### config.mk
export PLATFORM = sky130hd
export DESIGN_NAME = stream_scheduler
export DESIGN_NICKNAME = d
export VERILOG_FILES = /design/src/rtl/stream_scheduler.sv
export SDC_FILE = /design/constraint.sdc
export NUM_CORES = 1
export LEC_CHECK = 0
export CAP_MARGIN = 5
export CORE_AREA = 2 2 74 128
export DETAILED_ROUTE_END_ITERATION = 12
export DIE_AREA = 0 0 76 130
export PLACE_DENSITY = 0.58
export SETUP_SLACK_MARGIN = 0.05
export SLEW_MARGIN = 20
export SYNTH_ARGS = -nofsm -noshare
export SYNTH_HDL_FRONTEND = slang
export SYNTH_SLANG_ARGS = --single-unit
### constraint.sdc
create_clock -name clk -period 4.1 [get_ports clk]
set_clock_uncertainty 0.1 [all_clocks]
set_input_delay 1.025 -clock clk [delete_from_list [all_inputs] [get_ports clk]]
set_output_delay 1.025 -clock clk [all_outputs]
set_load 0.005 [all_outputs]
### src/rtl/stream_scheduler.sv
// Purpose : arbitrates up to four tx message sources onto the single framer stream;
//           stream 0 has burst-limited priority, streams 1..N-1 share round-robin.
// Latency : 1 cycle src_avail -> strm_avail; bytes pass through with 0 cycles (pull and data are combinational).
// Backpres: the framer paces everything: a message is held in OFFER until strm_start, bytes move only on strm_pull.
// Ports   : clk/rst_n (sync, active-low); src_data/src_count/src_avail/src_pull per source;
//           strm_data/strm_count/strm_id/strm_avail/strm_start/strm_pull to the framer; busy = grant held.
module stream_scheduler #(
  parameter int NSTREAMS   = 4,
  parameter int RESP_BURST = 4
) (
  input  logic                     clk,
  input  logic                     rst_n,
  input  logic [8*NSTREAMS-1:0]    src_data,
  input  logic [10*NSTREAMS-1:0]   src_count,
  input  logic [NSTREAMS-1:0]      src_avail,
  output logic [NSTREAMS-1:0]      src_pull,
  output logic [7:0]               strm_data,
  output logic [9:0]               strm_count,
  output logic [3:0]               strm_id,
  output logic                     strm_avail,
  input  logic                     strm_start,
  input  logic                     strm_pull,
  output logic                     busy
);

  typedef enum logic [1:0] {
    IDLE  = 2'd0,
    OFFER = 2'd1,
    SEND  = 2'd2
  } state_t;

  state_t      state;
  logic [1:0]  sel;
  logic [1:0]  rr_ptr;
  logic [3:0]  burst_cnt;
  logic [9:0]  remaining;
  // Whether a competing stream was waiting when stream 0 won; decides
  // whether its completion counts toward the burst limit.
  logic        other_at_grant;

  // ---------------- arbitration ----------------
  logic        others_avail;
  logic        win_vld;
  logic [1:0]  win_idx;
  logic [2:0]  cand;

  always_comb begin
    others_avail = |src_avail[NSTREAMS-1:1];
    win_vld      = 1'b0;
    win_idx      = 2'd0;
    cand         = 3'd0;
    if (src_avail[0] && ((burst_cnt < 4'(RESP_BURST)) || !others_avail)) begin
      win_vld = 1'b1;
      win_idx = 2'd0;
    end else begin
      // Scan rr_ptr, rr_ptr+1, ... wrapping inside 1..NSTREAMS-1.
      for (int k = 0; k < NSTREAMS-1; k++) begin
        cand = {1'b0, rr_ptr} + 3'(k);
        if (cand > 3'(NSTREAMS-1)) cand = cand - 3'(NSTREAMS-1);
        if (!win_vld && src_avail[cand[1:0]]) begin
          win_vld = 1'b1;
          win_idx = cand[1:0];
        end
      end
    end
  end

  // ---------------- completion bookkeeping ----------------
  logic [3:0] burst_done;
  logic [1:0] rr_done;

  always_comb begin
    burst_done = 4'd0;
    rr_done    = rr_ptr;
    if (sel == 2'd0) begin
      if (other_at_grant)
        burst_done = (burst_cnt >= 4'(RESP_BURST)) ? 4'(RESP_BURST) : 4'(burst_cnt + 4'd1);
    end else begin
      rr_done = (sel >= 2'(NSTREAMS-1)) ? 2'd1 : 2'(sel + 2'd1);
    end
  end

  // ---------------- datapath ----------------
  assign strm_data = src_data[{sel, 3'b000} +: 8];

  always_comb begin
    src_pull = '0;
    if (state == SEND && strm_pull) src_pull[sel] = 1'b1;
  end

  // ---------------- FSM ----------------
  always_ff @(posedge clk) begin
    if (!rst_n) begin
      state          <= IDLE;
      sel            <= 2'd0;
      strm_avail     <= 1'b0;
      strm_id        <= 4'd0;
      strm_count     <= 10'd0;
      busy           <= 1'b0;
      rr_ptr         <= 2'd1;
      burst_cnt      <= 4'd0;
      remaining      <= 10'd0;
      other_at_grant <= 1'b0;
    end else begin
      case (state)
        IDLE: begin
          if (win_vld) begin
            sel            <= win_idx;
            strm_id        <= {2'b00, win_idx};
            strm_count     <= src_count[int'(win_idx)*10 +: 10];
            other_at_grant <= others_avail;
            strm_avail     <= 1'b1;
            busy           <= 1'b1;
            state          <= OFFER;
          end
        end
        OFFER: begin
          if (!src_avail[sel]) begin
            // Source retracted: drop the offer, leave fairness state alone.
            strm_avail <= 1'b0;
            busy       <= 1'b0;
            state      <= IDLE;
          end else if (strm_start) begin
            remaining  <= strm_count;
            strm_avail <= 1'b0;
            if (strm_count == 10'd0) begin
              busy      <= 1'b0;
              burst_cnt <= burst_done;
              rr_ptr    <= rr_done;
              state     <= IDLE;
            end else begin
              state <= SEND;
            end
          end
        end
        SEND: begin
          if (strm_pull) begin
            if (remaining != 10'd0) remaining <= remaining - 10'd1;
            if (remaining == 10'd1) begin
              busy      <= 1'b0;
              burst_cnt <= burst_done;
              rr_ptr    <= rr_done;
              state     <= IDLE;
            end
          end
        end
        default: state <= IDLE;
      endcase
    end
  end

endmodule

==> impl_metrics.py, run 1 <==
metrics = {
    "status": {
        "status": "completed",
    },
    "detailed_routing": {
        "initialDrtViolationCount": 140,
        "vias_per_cell": 5.23,
        "dr_total_vias": 2690,
        "drt_first_pass_iters": 4,
        "wl_per_cell_um": 16.0,
        "ant_nets": 0,
        "drt_wl_total_um": 8220,
        "drcViolationCount": 0,
    },
    "cts": {
        "post_cts_resized": 0,
        "cts.sinks": 33,
        "htree_levels": 2,
        "cts.reportedPaths.clkPinSlew_ps": 50,
        "cts_buffer_depth": 2,
        "cts_tree": "built",
        "cts_root_buf": "clkbuf_16",
        "cts_setup_buffers": 0,
        "clkLatencyLatePin_ps": 280,
        "hold_buffers": 0,
        "cts_buffers": 5,
    },
    "timing": {
        "whs_ps": 371,
        "drv_slew": 0,
        "fin_crit_ps": 3540,
        "max_freq_mhz": 283,
        "final-setup-viol-count": 0,
        "worstMarginPinSlew_ps": 885,
        "fin_setup_tns_ps": 0,
        "rsz0062_at_grt": "no",
        "relSlewSlack": 0.404,
        "setup_ws_ps": 563,
        "fin_crit_sh": 0.863,
        "hold_viol_final": 0,
    },
    "grt": {
        "grt_overflow": 0,
        "grt_max_degree": 23,
        "grt_use_total": 0.169,
        "antenna_found_initial": 0,
        "grt_pass1_wl_um": 13400,
        "grt_pass1_vias": 2810,
    },
    "yosys": {
        "synth_top_family_by_area": "compound AO/OA/AOI/OAI gates",
        "netlist_top_cells_count": "33 x dfxtp_1, 33 x nand2_1, 21 x a21oi_1, 21 x mux2i_1, 19 x nor2_1",
        "synth_top_flop_cell": "dfxtp_1",
        "synth-simple-area-share": 0.190,
        "yosys_warnings": 0,
        "netlist.area_leader.share": 0.256,
        "synth_fa_ha_area_frac": 0.0631,
        "synth_compound_area_frac": 0.229,
        "netlist_area_um2": 2580,
        "syn_area_per_cell_um2": 8.68,
        "synth_top_area_cell": "dfxtp_1",
        "synthCells": 297,
        "async_flop_share": 0,
        "muxShareOfSynthArea": 0.191,
        "synth_seq_area_share": 0.256,
        "netlist_top_cells_area": "dfxtp_1 26%, mux4_2 10%, mux2i_1 8.2%",
        "synth-edff-count": 0,
        "synth_seq_cells": 33,
        "synthXorXnorAreaFrac": 0,
        "ys_types": 46,
    },
    "worst_setup_path": {
        "cp_data_arrival_time_ps": 2410,
        "worstPathMaxFanout": 1,
        "cpLargestDelayFamily": "buffers and inverters",
        "crit_type": "input port to primary output",
        "cp_slowest_cell": "clkdlybuf4s50_1",
        "required_ps": 2970,
        "cp_cell_sequence": "clkdlybuf4s50_1, mux4_2, clkdlybuf4s50_1",
        "worst-path-buf-inv": 2,
        "end_kind": "primary output",
        "crit_path_start_kind": "input port",
        "slowest_delay_ps": 480,
        "cpMostUsedCell": "clkdlybuf4s50_1",
    },
    "placed_design": {
        "pre_cts_slack_ps": 343,
        "dp_hpwl_um": 6840,
        "place.gp.congestion": 0.772,
        "port_buffers": 105,
    },
    "final_layout": {
        "area_delta_synth_final_pct": 48.9,
        "drive_above_1_share": 0.0761,
        "num-fill-cells": 887,
        "final_nets": 488,
        "antennaDiodeCount": 0,
    },
    "power_and_ir_drop": {
        "switchingPower_uw": 436,
        "p_seq_frac": 0.326,
        "combPwrFrac": 0.409,
        "p_total_uw": 1300,
        "leakage_uw": 0.00145,
        "peakVddDrop_v": 0.000160,
        "cell_internal_pwr_uw": 862,
        "powerDensity_nw_per_um2": 338,
        "power_frac_clock": 0.265,
        "switching_share": 0.336,
    },
    "die": {
        "dieArea_um2": 9880,
        "rows": 46,
        "initial_core_util": 0.289,
        "die_x_um": 76,
        "ios": 108,
        "core_um2": 8920,
        "die_height_um": 130,
    },
    "run": {
        "maxCapViolations": 0,
    },
    "worst_hold_path": {
        "hold_class": "flip-flop to flip-flop",
    },
}
## through the flow
step,utilization,cells,cell area [µm²]
detailed placement,0.416,508,3710
global route,0.430,514,3840
floorplan,-,298,2580
global placement,0.416,508,3710
CTS,0.430,514,3840
finish,0.430,514,3840
## state kept, by name (all words and copies together), names as in the netlist
| register | count |
|---|---|
| remaining | 10 |
| strm_count | 10 |
| burst_cnt | 4 |
| rr_ptr | 2 |
| state | 2 |
| strm_id | 2 |
| busy | 1 |
| other_at_grant | 1 |
| strm_avail | 1 |
## cells by family after synthesis
kind of cell,Yosys count
AND/OR/NAND/NOR,99
AO/OA/AOI/OAI,80
buffers and inverters,37
multiplexers,34
flip-flops,33
adder cells (fa/ha/maj),13
other,1
## worst register-to-register path, cell delays in order, from the launching register on
cell and delay (ps):
dfxtp_1 470, inv_1 100, ha_1 460, mux4_2 610
a2111oi_4 420, nor2b_1 150, and2_1 310, nand2b_2 240
o221ai_1 140
## path summary, 6_finish.rpt
| path | start | endpoint | slack (ps) | depth (start not counted) |
|---|---|---|---|---|
| worst max register to register | rr_ptr[0] | strm_count[0] | 980 | 8 |
| worst max-delay path | src_data[20] | strm_data[4] | 560 | 3 |
| worst min-delay path | remaining[7] | remaining[7] | 370 | 2 |
| worst min register to register | remaining[7] | remaining[7] | 370 | 2 |
## cell type report
class / count / area [µm²] / area share
clock buffers: 5 / 125 / 0.0326
clock inverters: 1 / 5.00 / 0.00130
inverters: 16 / 60.1 / 0.0156
multi-input cells: 228 / 1740 / 0.454
flip-flops and latches: 33 / 661 / 0.172
well taps: 120 / 150 / 0.0391
repair buffers: 111 / 1100 / 0.286
## power groups by stage
stage	Combinational, µW	Sequential [µW]	Clock (µW)
after floorplan	320	407	0
after global placement	528	428	0
after detailed placement	533	430	0
after CTS	535	423	351
after global routing	592	430	362
final	531	423	344
## per-layer routing
layer | vias up | track usage | part of all wire
met4 | 0 | 0.0674 | 0.027
met5 | - | 0 | 0
met2 | 100 | 0.356 | 0.59
met1 | 1277 | 0.157 | 0.34
li1 | 1295 | - | -
met3 | 18 | 0.0297 | 0.048
## cells in the final DEF, fill, tap and decap left out, types with 2 or more instances in the layout
cell type,count
a2111oi_4,2
a21o_1,3
conb_1,2
mux4_2,12
o21ai_1,5
o32ai_1,6
o211ai_1,16
ha_1,13
a21oi_1,21
nor4_1,5
nand2b_1,3
inv_1,16
o41a_1,2
clkdlybuf4s50_1,105
clkbuf_16,5
a21boi_1,8
nor2_1,19
o21ai_0,5
dfxtp_1,33
nor2b_1,2
and2_1,4
o221ai_1,4
buf_4,6
mux2i_1,21
nand3_1,5
nand2_1,33
and3_1,13
nor3_1,8
(Power assumes the default switching activity.)
==> run 2: changes to the inputs <==
CORE_AREA = 4 4 76 130   (was 2 2 74 128)
DIE_AREA = 0 0 80 134   (was 0 0 76 130)
==> run 2 against run 1 <==
Global-route usage is 0.73 points lower. Power is 1.7% higher. Hold slack better by 4.4 ps. Clock power is 7.0% higher. Combinational power hardly changed. Maximum frequency is 0.76% higher. Sequential power hardly changed. Non-clock buffer count is 2 higher. Sequential cell count stayed put. Sequential share of layout area is 0.11 points lower. Critical path depth stayed put.
==> impl_metrics.py, run 2 (synthesis gave the netlist of run 1 again) <==
metrics = {
    "status": {
        "status": "completed",
    },
    "power_and_ir_drop": {
        "leakage_uw": 0.00147,
        "peakVddDrop_v": 0.000179,
        "p_total_uw": 1320,
        "powerDensity_nw_per_um2": 342,
    },
    "detailed_routing": {
        "dr_total_vias": 2637,
        "drt_wl_total_um": 8350,
        "ant_nets": 0,
        "drcViolationCount": 0,
        "wl_per_cell_um": 16.2,
        "initialDrtViolationCount": 92,
        "vias_per_cell": 5.12,
        "drt_first_pass_iters": 4,
    },
    "timing": {
        "final-setup-viol-count": 0,
        "fin_setup_tns_ps": 0,
        "drv_slew": 0,
        "hold_viol_final": 0,
        "worstMarginPinSlew_ps": 816,
        "rsz0062_at_grt": "no",
        "max_freq_mhz": 285,
        "relSlewSlack": 0.456,
        "fin_crit_ps": 3510,
        "fin_crit_sh": 0.856,
    },
    "cts": {
        "clkLatencyLatePin_ps": 280,
        "cts_buffer_depth": 2,
        "cts_root_buf": "clkbuf_16",
        "post_cts_resized": 0,
        "htree_levels": 2,
        "hold_buffers": 0,
        "cts_tree": "built",
        "cts.sinks": 33,
        "cts_setup_buffers": 0,
        "cts_buffers": 5,
        "cts.reportedPaths.clkPinSlew_ps": 60,
    },
    "grt": {
        "grt_pass1_wl_um": 13600,
        "grt_overflow": 0,
        "antenna_found_initial": 0,
        "grt_use_total": 0.161,
        "grt_pass1_vias": 2940,
        "grt_max_degree": 23,
    },
    "placed_design": {
        "place.gp.congestion": 0.793,
        "port_buffers": 105,
        "dp_hpwl_um": 7000,
    },
    "final_layout": {
        "final_common_cell": "clkdlybuf4s50_1",
        "drive_above_1_share": 0.0854,
        "final_cell_mix": "105 x clkdlybuf4s50_1, 33 x nand2_1, 33 x dfxtp_1, 21 x a21oi_1, 21 x mux2i_1",
        "area_delta_synth_final_pct": 49.9,
        "reg_top3": "remaining: 10 flops, strm_count: 10 flops, burst_cnt: 4 flops",
        "final_nets": 490,
        "antennaDiodeCount": 0,
        "register_area_um2": 661,
        "multi_input_area_um2": 1740,
        "num-fill-cells": 921,
    },
    "worst_setup_path": {
        "r2r_slack_ps": 1010,
        "cp_data_arrival_time_ps": 2390,
        "crit_type": "input port to primary output",
        "reg2reg_depth": 9,
        "reg2reg_from": "rr_ptr[0]",
        "end_kind": "primary output",
        "worstPathMaxFanout": 1,
        "crit_path_start_kind": "input port",
        "required_ps": 2970,
        "timing.rr.end": "strm_count[8]",
    },
    "worst_hold_path": {
        "holdPathStages": 2,
        "hold_class": "flip-flop to flip-flop",
        "min_to": "remaining[7]",
        "min-delay-start": "remaining[7]",
    },
    "die": {
        "rows": 45,
        "die_x_um": 80,
        "core_um2": 8780,
        "dieArea_um2": 10700,
        "ios": 108,
        "die_height_um": 134,
        "initial_core_util": 0.293,
    },
    "run": {
        "maxCapViolations": 0,
    },
}
## run 2: worst max path at each step
stage	from	to	slack [ps]	cells past startpoint
after floorplan	src_avail[3]	strm_count[0]	990	10
after global placement	src_avail[3]	strm_count[0]	380	7
after detailed placement	src_avail[3]	strm_count[8]	340	7
after CTS	src_data[26]	strm_data[2]	570	3
after global routing	src_avail[3]	strm_count[2]	480	7
final	src_data[26]	strm_data[2]	590	3
## run 2: final cells by class
cell class                 count  area share
sequential                    33       0.171
clock buffer                   5      0.0324
timing repair buffer         113       0.288
clock inverter                 3     0.00454
tap                          117      0.0379
multi-input combinational    228       0.451
inverter                      16      0.0155
## run 2: layer usage
layer | routed length (µm) | share of wire | track usage | vias up
met4 | 361 | 0.043 | 0.0883 | 0
met1 | 2780 | 0.33 | 0.147 | 1216
met3 | 523 | 0.063 | 0.0390 | 24
li1 | - | - | - | 1299
met5 | 0 | 0 | 0 | -
met2 | 4680 | 0.56 | 0.312 | 98
## run 2: report_power, final
part,switching (µW),leakage [µW],internal (µW)
Combinational,249,0.00113,281
Sequential,56.4,0.000270,365
Clock,146,0.0000696,223
Total,451,0.00147,869
## run 2: metrics by stage
step           std cells  worst slack [ps]  hold slack, ps  utilization  instance area (µm²)
2_1_floorplan        298               992             338            -                 2580
3_3_place_gp         507               383             355        0.424                 3720
3_5_place_dp         507               337             371        0.424                 3720
5_1_grt              515               479             401        0.440                 3860
6_report             515               589             375        0.440                 3860
4_1_cts              515               572             377        0.440                 3860
## run 2: worst max-delay path, cell delays in order
cell             delay, ps
clkdlybuf4s50_1        410
mux4_2                 480
clkdlybuf4s50_1        470
